## src/rtl/apb3_requester_arbiter.sv

```systemverilog
// apb3_requester_arbiter: round-robin arbiter sequencing one APB3 transfer at a time, with ACCESS timeout
module apb3_requester_arbiter #(
    parameter int NumRequesters = 2,
    parameter int AddressWidth  = 20,
    parameter int DataWidth     = 32,
    parameter int TimeoutCycles = 16
) (
    input  logic                                  pclk,
    input  logic                                  presetn,
    input  logic [NumRequesters-1:0]              req_valid,
    output logic [NumRequesters-1:0]              req_ready,
    input  logic [NumRequesters-1:0]              req_write,
    input  logic [NumRequesters*AddressWidth-1:0] req_addr,
    input  logic [NumRequesters*DataWidth-1:0]    req_wdata,
    output logic [NumRequesters-1:0]              rsp_valid,
    output logic [DataWidth-1:0]                  rsp_rdata,
    output logic                                  rsp_error,
    output logic [AddressWidth-1:0]               paddr,
    output logic                                  psel,
    output logic                                  penable,
    output logic                                  pwrite,
    output logic [DataWidth-1:0]                  pwdata,
    input  logic                                  pready,
    input  logic [DataWidth-1:0]                  prdata,
    input  logic                                  pslverr
);
    localparam int PW = NumRequesters > 1 ? $clog2(NumRequesters) : 1;
    localparam int CW = $clog2(TimeoutCycles + 1);

    if (DataWidth % 8 != 0 || DataWidth < 8 || DataWidth > 32) begin : g_bad_width
        $error("DataWidth must be 8, 16, 24 or 32");
    end

    typedef enum logic [1:0] {IDLE, SETUP, ACCESS} state_t;
    state_t state, state_nxt;
    logic [PW-1:0] ptr, cur, off, win;
    logic [PW:0] sum;
    logic [2*NumRequesters-1:0] dbl;
    logic [NumRequesters-1:0] rot;
    logic [CW-1:0] cnt;
    logic any, done;

    // Rotate requests so the rr pointer lands at bit 0, then take the lowest set offset
    assign dbl = {req_valid, req_valid} >> ptr;
    assign rot = dbl[NumRequesters-1:0];
    assign any = |req_valid;
    always_comb begin
        off = '0;
        for (int i = NumRequesters - 1; i >= 0; i--)
            if (rot[i]) off = PW'(i);
    end
    assign sum  = {1'b0, ptr} + {1'b0, off};
    assign win  = sum >= (PW+1)'(NumRequesters) ? PW'(sum - (PW+1)'(NumRequesters)) : PW'(sum);
    assign done = state == ACCESS && (pready || cnt == CW'(TimeoutCycles - 1));

    always_ff @(posedge pclk)
        state <= !presetn ? IDLE : state_nxt;

    always_comb begin
        state_nxt = state == IDLE  ? (any ? SETUP : IDLE) :
                    state == SETUP ? ACCESS : (done ? IDLE : ACCESS);
    end

    always_comb begin
        psel      = state != IDLE;
        penable   = state == ACCESS;
        req_ready = (state == IDLE && any) ? NumRequesters'(1) << win : '0;
    end

    always_ff @(posedge pclk) begin
        if (!presetn) begin
            ptr       <= '0;
            cur       <= '0;
            cnt       <= '0;
            paddr     <= '0;
            pwrite    <= 1'b0;
            pwdata    <= '0;
            rsp_valid <= '0;
            rsp_rdata <= '0;
            rsp_error <= 1'b0;
        end else begin
            cnt       <= state == ACCESS ? cnt + CW'(1) : '0;
            rsp_valid <= done ? NumRequesters'(1) << cur : '0;
            if (state == IDLE && any) begin
                cur    <= win;
                ptr    <= win == PW'(NumRequesters - 1) ? '0 : win + PW'(1);
                paddr  <= req_addr[win*AddressWidth +: AddressWidth];
                pwrite <= req_write[win];
                pwdata <= req_wdata[win*DataWidth +: DataWidth];
            end
            // A timeout completes as an error with zeroed read data
            if (done) begin
                rsp_error <= pready ? pslverr : 1'b1;
                rsp_rdata <= !pready ? '0 : pwrite ? rsp_rdata : prdata;
            end
        end
    end
endmodule
```

## config.mk

```make
export PLATFORM = sky130hd
export DESIGN_NAME = apb3_requester_arbiter
export DESIGN_NICKNAME = d
export VERILOG_FILES = /design/src/rtl/apb3_requester_arbiter.sv
export SDC_FILE = /design/constraint.sdc
export NUM_CORES = 1
export LEC_CHECK = 0
export CAP_MARGIN = 10
export CORE_ASPECT_RATIO = 1.2
export CORE_MARGIN = 1
export CORE_UTILIZATION = 35
export CTS_CLUSTER_DIAMETER = 150
export CTS_CLUSTER_SIZE = 20
export DETAILED_ROUTE_END_ITERATION = 8
export GPL_TIMING_DRIVEN = 0
export HOLD_SLACK_MARGIN = 0.05
export PLACE_DENSITY = 0.87
export SYNTH_ARGS = -nofsm -noshare
export SYNTH_HDL_FRONTEND = slang
export SYNTH_SLANG_ARGS = --single-unit
```

## constraint.sdc

```tcl
create_clock -name pclk -period 3.4 [get_ports pclk]
set_clock_uncertainty 0.1 [all_clocks]
set_input_delay 0.68 -clock pclk [delete_from_list [all_inputs] [get_ports pclk]]
set_output_delay 0.68 -clock pclk [all_outputs]
set_load 0.02 [all_outputs]
```

# --- Word level (Yosys, flattened, before mapping) ---
# Index checks and enable logic that the tools add are counted.
totals:
  reg_bits: 97
  wordCells: 49
classes:
  add_sub_neg: 4
  n_mul: 1
  magnitude_cmp: 2
  n_eq_ne: 4
  shift: 5
  mux: 14
  n_reduce_logical: 9
op_table:
  columns: ["op", "n"]
  rows:
  - ["two-way mux 32 bit", 2]
  - ["indexed part select 64 x 7 -> 32 bit", 1]
  - ["indexed part select 40 x 7 -> 20 bit", 1]
  - ["two-way mux 1 bit", 8]
  - ["two-way mux 2 bit", 4]
  - ["AND reduction 2 bit", 3]
  - ["adder 5 x 1 -> 5 bit, second input constant", 1]
  - ["equality test 5 x 4 -> 1 bit, second input constant", 1]
  - ["multiplier 1 x 3 -> 4 bit, second input constant", 1]
  - ["<< shifter 1 x 1 -> 2 bit, first input constant", 2]
  - [">> shifter 4 x 1 -> 2 bit", 1]
  - ["adder 1 x 1 -> 2 bit", 1]
  - ["equality test 2 x 1 -> 1 bit, second input constant", 1]
  - ["equality test 2 bit, second input constant", 1]
  - ["greater-or-equal comparator 2 bit, second input constant", 1]
  - ["logical AND 1 bit", 2]
  - ["logical NOT 2 bit", 1]
  - ["< comparator 1 x 2 -> 1 bit, second input constant", 1]
  - ["!= test 2 bit, second input constant", 1]
  - ["nonzero test 2 bit", 1]
  - ["OR reduction 2 bit", 1]
  - ["adder 1 bit, second input constant", 1]
  - ["logical OR 1 bit", 1]
  - ["subtractor 1 bit, second input constant", 1]

# --- Logic depth before layout (Yosys ltp) ---
# Gate-level depths: netlist of run 1.
logic_depth:
  depth_word: 8
  depth_mapped: 8

# --- Worst setup path before layout of run 1 ---
# OpenSTA, ideal clock, no wires.
synth_path:
  path_type: "input-to-output"
  from: "input port req_valid[0]"
  to: "output port req_ready[1]"
  arrival_ps: 1251
  required_ps: 2620
  slack_ps: 1369
  cell_stages: 4
  path_buffers: 2
  path_cell_list: "nand2b_1 and3_1 buf_2 buf_2"
synth_via:
  elab_chain_cells: 8
  word_cells_on_any_way: 11
  cone_classes: "add/sub (2); order compare (1); shift (2); mux (4); reduce/logical (2)"
synth_lines:
  columns: ["element", "line", "rtl"]
  rows:
  - ["from (decl)", "10", "input logic [NumRequesters-1:0] req_valid,"]
  - [">> shifter 4 x 1 -> 2 bit", "44", "assign dbl = {req_valid, req_valid} >> ptr;"]
  - ["two-way mux 1 bit (2 in series)", "50", "if (rot[i]) off = PW'(i);"]
  - ["adder 1 x 1 -> 2 bit", "52", "assign sum = {1'b0, ptr} + {1'b0, off};"]
  - ["greater-or-equal comparator 2 bit / subtractor 1 bit (equally long branches)", "53", "assign win = sum >= (PW+1)'(NumRequesters) ? PW'(sum - (PW+1)'(NumRequesters)) : PW'(sum);"]
  - ["two-way mux 1 bit", "53", null]
  - ["<< shifter 1 x 1 -> 2 bit", "67", "req_ready = (state == IDLE && any) ? NumRequesters'(1) << win : '0;"]
  - ["two-way mux 2 bit *", "67", null]
  - ["to (decl)", "11", "output logic [NumRequesters-1:0] req_ready,"]
# Mark *: on every way between the ends. The rest lies on a longest branch, timed or not.

# --- Worst setup path in the final report of run 1 ---
layout_path:
  from: "input port req_valid[1]"
  to: "output port req_ready[1]"
# Same word-level chain as after synthesis.

==> results of run 1 <==
-- flip-flops by register name, summed over array words and instances (netlist names) --
| signal | flops |
|---|---|
| cur | 1 |
| pwdata | 32 |
| state | 2 |
| cnt | 5 |
| pwrite | 1 |
| paddr | 20 |
| rsp_valid | 2 |
| rsp_error | 1 |
| ptr | 1 |
| rsp_rdata | 32 |
-- cell usage after synthesis --
| cell | number | area share, % |
|---|---|---|
| dfxtp_1 | 97 | 54 |
| buf_1 | 2 | 0.21 |
| a21oi_1 | 33 | 4.6 |
| buf_4 | 3 | 0.63 |
| xor2_1 | 1 | 0.25 |
| o21ai_0 | 2 | 0.28 |
| nor3_1 | 1 | 0.14 |
| nor2_2 | 1 | 0.18 |
| o21ai_2 | 1 | 0.25 |
| o21a_2 | 1 | 0.25 |
| nor2_1 | 64 | 6.7 |
| a222oi_1 | 53 | 15 |
| inv_2 | 2 | 0.21 |
| xnor2_1 | 1 | 0.25 |
| clkbuf_1 | 10 | 1.1 |
| buf_2 | 16 | 2.2 |
| nand2b_1 | 1 | 0.18 |
| nor2b_1 | 4 | 0.70 |
| ha_1 | 2 | 0.70 |
| nand2_1 | 34 | 3.6 |
| buf_6 | 6 | 1.9 |
| o21ai_1 | 2 | 0.28 |
| nor3b_1 | 1 | 0.21 |
| nand3_1 | 33 | 4.6 |
| inv_1 | 2 | 0.21 |
| and3_1 | 4 | 0.70 |
| a221oi_1 | 1 | 0.25 |
-- layer usage --
layer	part of all wire [%]	vias up	track usage, %
met5	0	-	0
met4	1.6	0	8.103
met3	8.4	18	6.707
met2	53	200	43.36
met1	37	1890	24.53
li1	-	1895	-
-- cells in the final DEF, fill, tap and decap left out, types with 2 or more instances in the layout --
master,count
inv_1,2
buf_4,3
and3_1,4
a222oi_1,53
ha_1,2
clkbuf_16,9
o21ai_1,2
nor2_1,64
inv_2,2
buf_1,2
clkdlybuf4s50_1,234
nand3_1,33
nand2_1,34
bufinv_16,3
clkbuf_1,11
o21ai_0,2
nor2b_1,4
buf_6,6
a21oi_1,33
buf_2,16
dfxtp_1,97
-- worst min path at each step --
stage	startpoint	to	slack, ps	cells after the start
floorplan	cur	rsp_valid[0]	310	1
global placement	cnt[0]	cnt[0]	330	1
detailed placement	cur	rsp_valid[0]	330	1
CTS	cur	rsp_valid[0]	350	1
global route	rsp_rdata[18]	rsp_rdata[18]	370	2
finish	cur	rsp_valid[0]	350	1
-- through the flow --
stage | hold WS (ps) | utilization (%) | setup slack [ps]
floorplan | 310.7 | - | 1369
global placement | 329.8 | 60.89 | 150.7
finish | 351.3 | 64.36 | 145.3
global route | 371.5 | 64.36 | 47.67
detailed placement | 332.7 | 60.89 | 149.5
CTS | 347.2 | 64.36 | 129.1
-- critical path, stage by stage --
cell	delay, ps
clkdlybuf4s50_1	530
and3_1	170
buf_2	200
buf_2	250
clkdlybuf4s50_1	630
-- cell families (layout without fill, tap and decap cells) --
kind of cell / Yosys count / in the layout / share of synthesized area (%)
adders and majority gates: 2 / 2 / 0.7019
buffers and inverters: 41 / 291 / 6.459
xor gates and xnor gates: 2 / 2 / 0.4915
DFF: 97 / 97 / 54.48
AOI/OAI and AO/OA: 93 / 93 / 20.81
and+or+nand+nor: 143 / 143 / 17.06
-- cell type report --
type	instances	area share [%]
Timing Repair Buffer	234	36.54
Sequential cell	97	30.29
Multi-Input combinational cell	240	21.73
Clock buffer	11	3.787
Clock inverter	5	1.601
Inverter	4	0.2342
Tap cell	126	2.459
Buffer	37	3.357
-- power by group --
part	leakage [nW]	internal (mW)	switching (mW)
sequential	0.792	1.21	0.0427
clock	0.166	0.738	0.421
combinational	1.38	0.369	0.312
total	2.34	2.32	0.776
==> metrics, run 1 <==
# resized after CTS=0; fin crit share=95.73%; DR vias=approximately 4000; status=finished clean; Worst Path Required=2620 ps; Slew headroom=between 50% and 60%; via density per instance=between 5 and 6; RR Startpoint=cnt[0]; R2R setup slack=1440 ps; starting DRC count in detailed routing=325; Hold-fix buffers, CTS=0; worst setup path end=req_ready[1]; Non-Filler Instances=between 700 and 800; fill cell count=approximately 780; Final setup viols=0; io pins=roughly 240; Post-Route Setup TNS=0 ps; drt wl/cell=approximately 17 um; Clock Pin Slew Worst Setup and Hold Paths=about 60 ps; initial antenna violation count=0; Bufs on Longest Clock Path=2; first-pass GRT wire length=roughly 19000 um; Die Ht=~110 um; Critical Path End Type=primary output; Multi-input gate area=1393 um2; vias in the first global route=4035; synthesized cell area=3565 um2; Residual DRC=0; CTS tree=yes; H-Tree Depth=3; Max-cap violations=0; pin count of the biggest net entering global routing=16; Yosys reg bits=97; Overall Global Routing Usage=23.31%; Placer Congestion=0.8247; CTS sink cnt=97; Peak Freq=a little over 300 MHz; RSZ-0062 raised after global routing=no; final-report hold violation count=0; Pwr Density=just under 500 nW/um2; Yosys cell types=27; clock latency on the worst-skew pair=between 300 and 400 ps; synthesis-to-layout area growth=79.82%; Tot Pwr=between 3 and 4 mW; Post-CTS Setup Bufs=0; area of the die=10590 um2; overall die width=about 94 um; starting utilization of the core area=a little over a third; dpl hpwl=9532 um; Non-Filler Cell Area, Final=approximately 6400 um2; Max FO, Critical Path=10; path depth of the worst reg2reg path=8; Core ar.=~10000 um2; Area after DPL=6065 um2; Final min period=between 3000 and 4000 ps; Synth Instances=378; Synth Warn #=0; R2R Path End=rsp_rdata[19]; ant diodes=0; Mapped Nets=524; Slew @ Worst Pin=just over 600 ps; WL final=approximately 13000 um; IO buf count=between 200 and 250; post-route ant nets=0; Max Slew Vio Count=0; register area=1942 um2; Critical Path Source=req_valid[1]; Lkg Pwr=~2.3 nW; Clock Tree Root=clkbuf_16; Hold Path Class=flip-flop to flip-flop; grt ovf=0; Peak VDD IR=298.0 uV; Nets=approximately 770; Placement Rows=40; DRT Pass-1 Iters=6; Avg Synthesized Cell Area=~9.4 um2; crit start category=input pin; layout cells sized above 1=about 7.2%; CP arrival=between 2000 and 2500 ps; DP Cell Count=roughly 740; register area share after synthesis=between 50% and 60%; total CTS buffers=9; kind of critical path=input pin to primary output
No activity file was read; power rests on OpenSTA's default activity.
==> inputs of run 2 (changes only) <==
--- a/config.mk
+++ b/config.mk
@@ -18,3 +18,4 @@
 export SYNTH_ARGS = -nofsm -noshare
 export SYNTH_HDL_FRONTEND = slang
 export SYNTH_SLANG_ARGS = --single-unit
+export TNS_END_PERCENT = 100
==> results of run 2 <==
Same layout as run 1: the final DEF is identical, and so are final timing and power.
==> inputs of run 3 (changes only) <==
--- a/config.mk
+++ b/config.mk
@@ -5,9 +5,9 @@
 export SDC_FILE = /design/constraint.sdc
 export NUM_CORES = 1
 export LEC_CHECK = 0
-export CAP_MARGIN = 10
+export CAP_MARGIN = 25
 export CORE_ASPECT_RATIO = 1.2
-export CORE_MARGIN = 1
+export CORE_MARGIN = 2
 export CORE_UTILIZATION = 35
 export CTS_CLUSTER_DIAMETER = 150
 export CTS_CLUSTER_SIZE = 20
==> run 3 against run 2 <==
Clock-buffer cell count grew 1; final cell count fell by 0.40%; combinational power is 1% higher; non-clock buffer count stayed put; register-to-register slack is essentially flat; sequential power hardly changed; utilization decreased by 0.94 points; clock power shrank 23%; worst setup slack got worse by 27 ps; final area shrank 1.5%.
==> metrics, run 3 (synthesis gave the netlist of run 1 again) <==
grt ovf=0; Hold Path Class=flip-flop to flip-flop; synthesis-to-layout area growth=77.19%; Die Ht=between 100 and 150 um; H-Tree Depth=3; Final min period=roughly 3300 ps; crit start category=input pin; layout cells sized above 1=roughly 6.6%; DR vias=around 4000; CTS tree=yes; IO buf count=between 200 and 250; Slew @ Worst Pin=approximately 830 ps; Max Slew Vio Count=0; io pins=roughly 240; DRT Pass-1 Iters=7; Post-Route Setup TNS=0 ps; Core ar.=around 10000 um2; post-layout util=between 60 and 70%; area of the die=around 11000 um2; Peak Freq=just over 300 MHz; hold path depth=1; fill cell count=around 800; Hold-fix buffers, CTS=0; CTS sink cnt=between 90 and 100; largest registers=pwdata x32, rsp_rdata x32, paddr x20; final-report hold violation count=0; Max-cap violations=0; fin crit share=a little over nine tenths; ant diodes=0; first-pass GRT wire length=around 20000 um; DP Cell Count=roughly 740; Clock Tree Root=clkbuf_16; RSZ-0062 raised after global routing=no; Bufs on Longest Clock Path=2; overall die width=slightly below 100 um; Lkg Pwr=about 2.3 nW; Nets=769; status=finished clean; # resized after CTS=0; initial antenna violation count=0; Non-Filler Instances=roughly 750; Max FO, Critical Path=10; dpl hpwl=around 10000 um; Final setup viols=0; register area=a little under 2000 um2; vias in the first global route=approximately 4200; Pwr Density=449.2 nW/um2; Residual DRC=0; most frequent cells in the layout=clkdlybuf4s50_1 (234), dfxtp_1 (97), nor2_1 (64), a222oi_1 (53), nand2_1 (34); Placement Rows=40; Slew headroom=between 40% and 50%; Worst Path Required=around 2600 ps; pin count of the biggest net entering global routing=14; via density per instance=5.350; starting utilization of the core area=a little over a third; commonest non-fill, non-tap cell in the layout=clkdlybuf4s50_1; kind of critical path=input pin to primary output; starting DRC count in detailed routing=356; Clock Pin Slew Worst Setup and Hold Paths=about 60 ps; clock latency on the worst-skew pair=330 ps; Critical Path End Type=primary output; drt wl/cell=between 15 and 20 um; Peak VDD IR=just under 300 uV; CP arrival=about 2500 ps; path depth of the worst reg2reg path=8; Placer Congestion=between 0.7 and 0.8; Multi-input gate area=roughly 1400 um2; post-route ant nets=0; Overall Global Routing Usage=about a quarter; WL final=13390 um; total CTS buffers=9; Post-CTS Setup Bufs=0
[run 3: report_power, final]
| part | internal, mW | switching, mW | total [mW] | leakage (nW) |
|---|---|---|---|---|
| registers | 1.21 | 0.0421 | 1.25 | 0.792 |
| clock network | 0.503 | 0.395 | 0.898 | 0.124 |
| logic | 0.369 | 0.318 | 0.688 | 1.38 |
| total | 2.08 | 0.756 | 2.84 | 2.30 |
[run 3: through the flow]
stage          setup WS [ps]  power, mW  hold WS (ps)  area, um2
2_1_floorplan           1369      1.575         310.7       3565
3_5_place_dp           139.4      1.956         337.1       6065
4_1_cts                125.6      2.851         351.0       6316
3_3_place_gp           150.1      1.937         327.9       6065
6_report               118.5      2.837         347.7       6316
5_1_grt                1.578      2.957         372.7       6316
[run 3: worst paths after layout]
path	startpoint	endpoint	slack [ps]
worst max-delay path	req_valid[0]	req_ready[1]	120
worst min-delay path	cnt[0]	cnt[0]	350
worst max register to register	cnt[0]	rsp_rdata[17]	1430
worst min register to register	cnt[0]	cnt[0]	350
[run 3: cell type report]
| class | instances | area share, % |
|---|---|---|
| repair buffers | 234 | 37.08 |
| flip-flops and latches | 97 | 30.74 |
| multi-input cells | 240 | 22.05 |
| clock buffers | 12 | 3.903 |
| plain buffers | 37 | 3.407 |
| well taps | 126 | 2.496 |
| inverters | 4 | 0.2377 |
| clock inverters | 1 | 0.07924 |
[run 3: metal layers]
layer  track usage (%)  part of all wire (%)  wire, um
met5                 0                     0         0
met4             11.71                   2.3       310
met3             7.044                   9.9      1320
met2             41.11                    50      6763
met1             25.79                    37      4999
[run 3: critical path: stages]
cell             delay, ps
clkdlybuf4s50_1        450
nand2b_1                90
and3_1                 140
buf_2                  230
buf_2                  260
clkdlybuf4s50_1        630
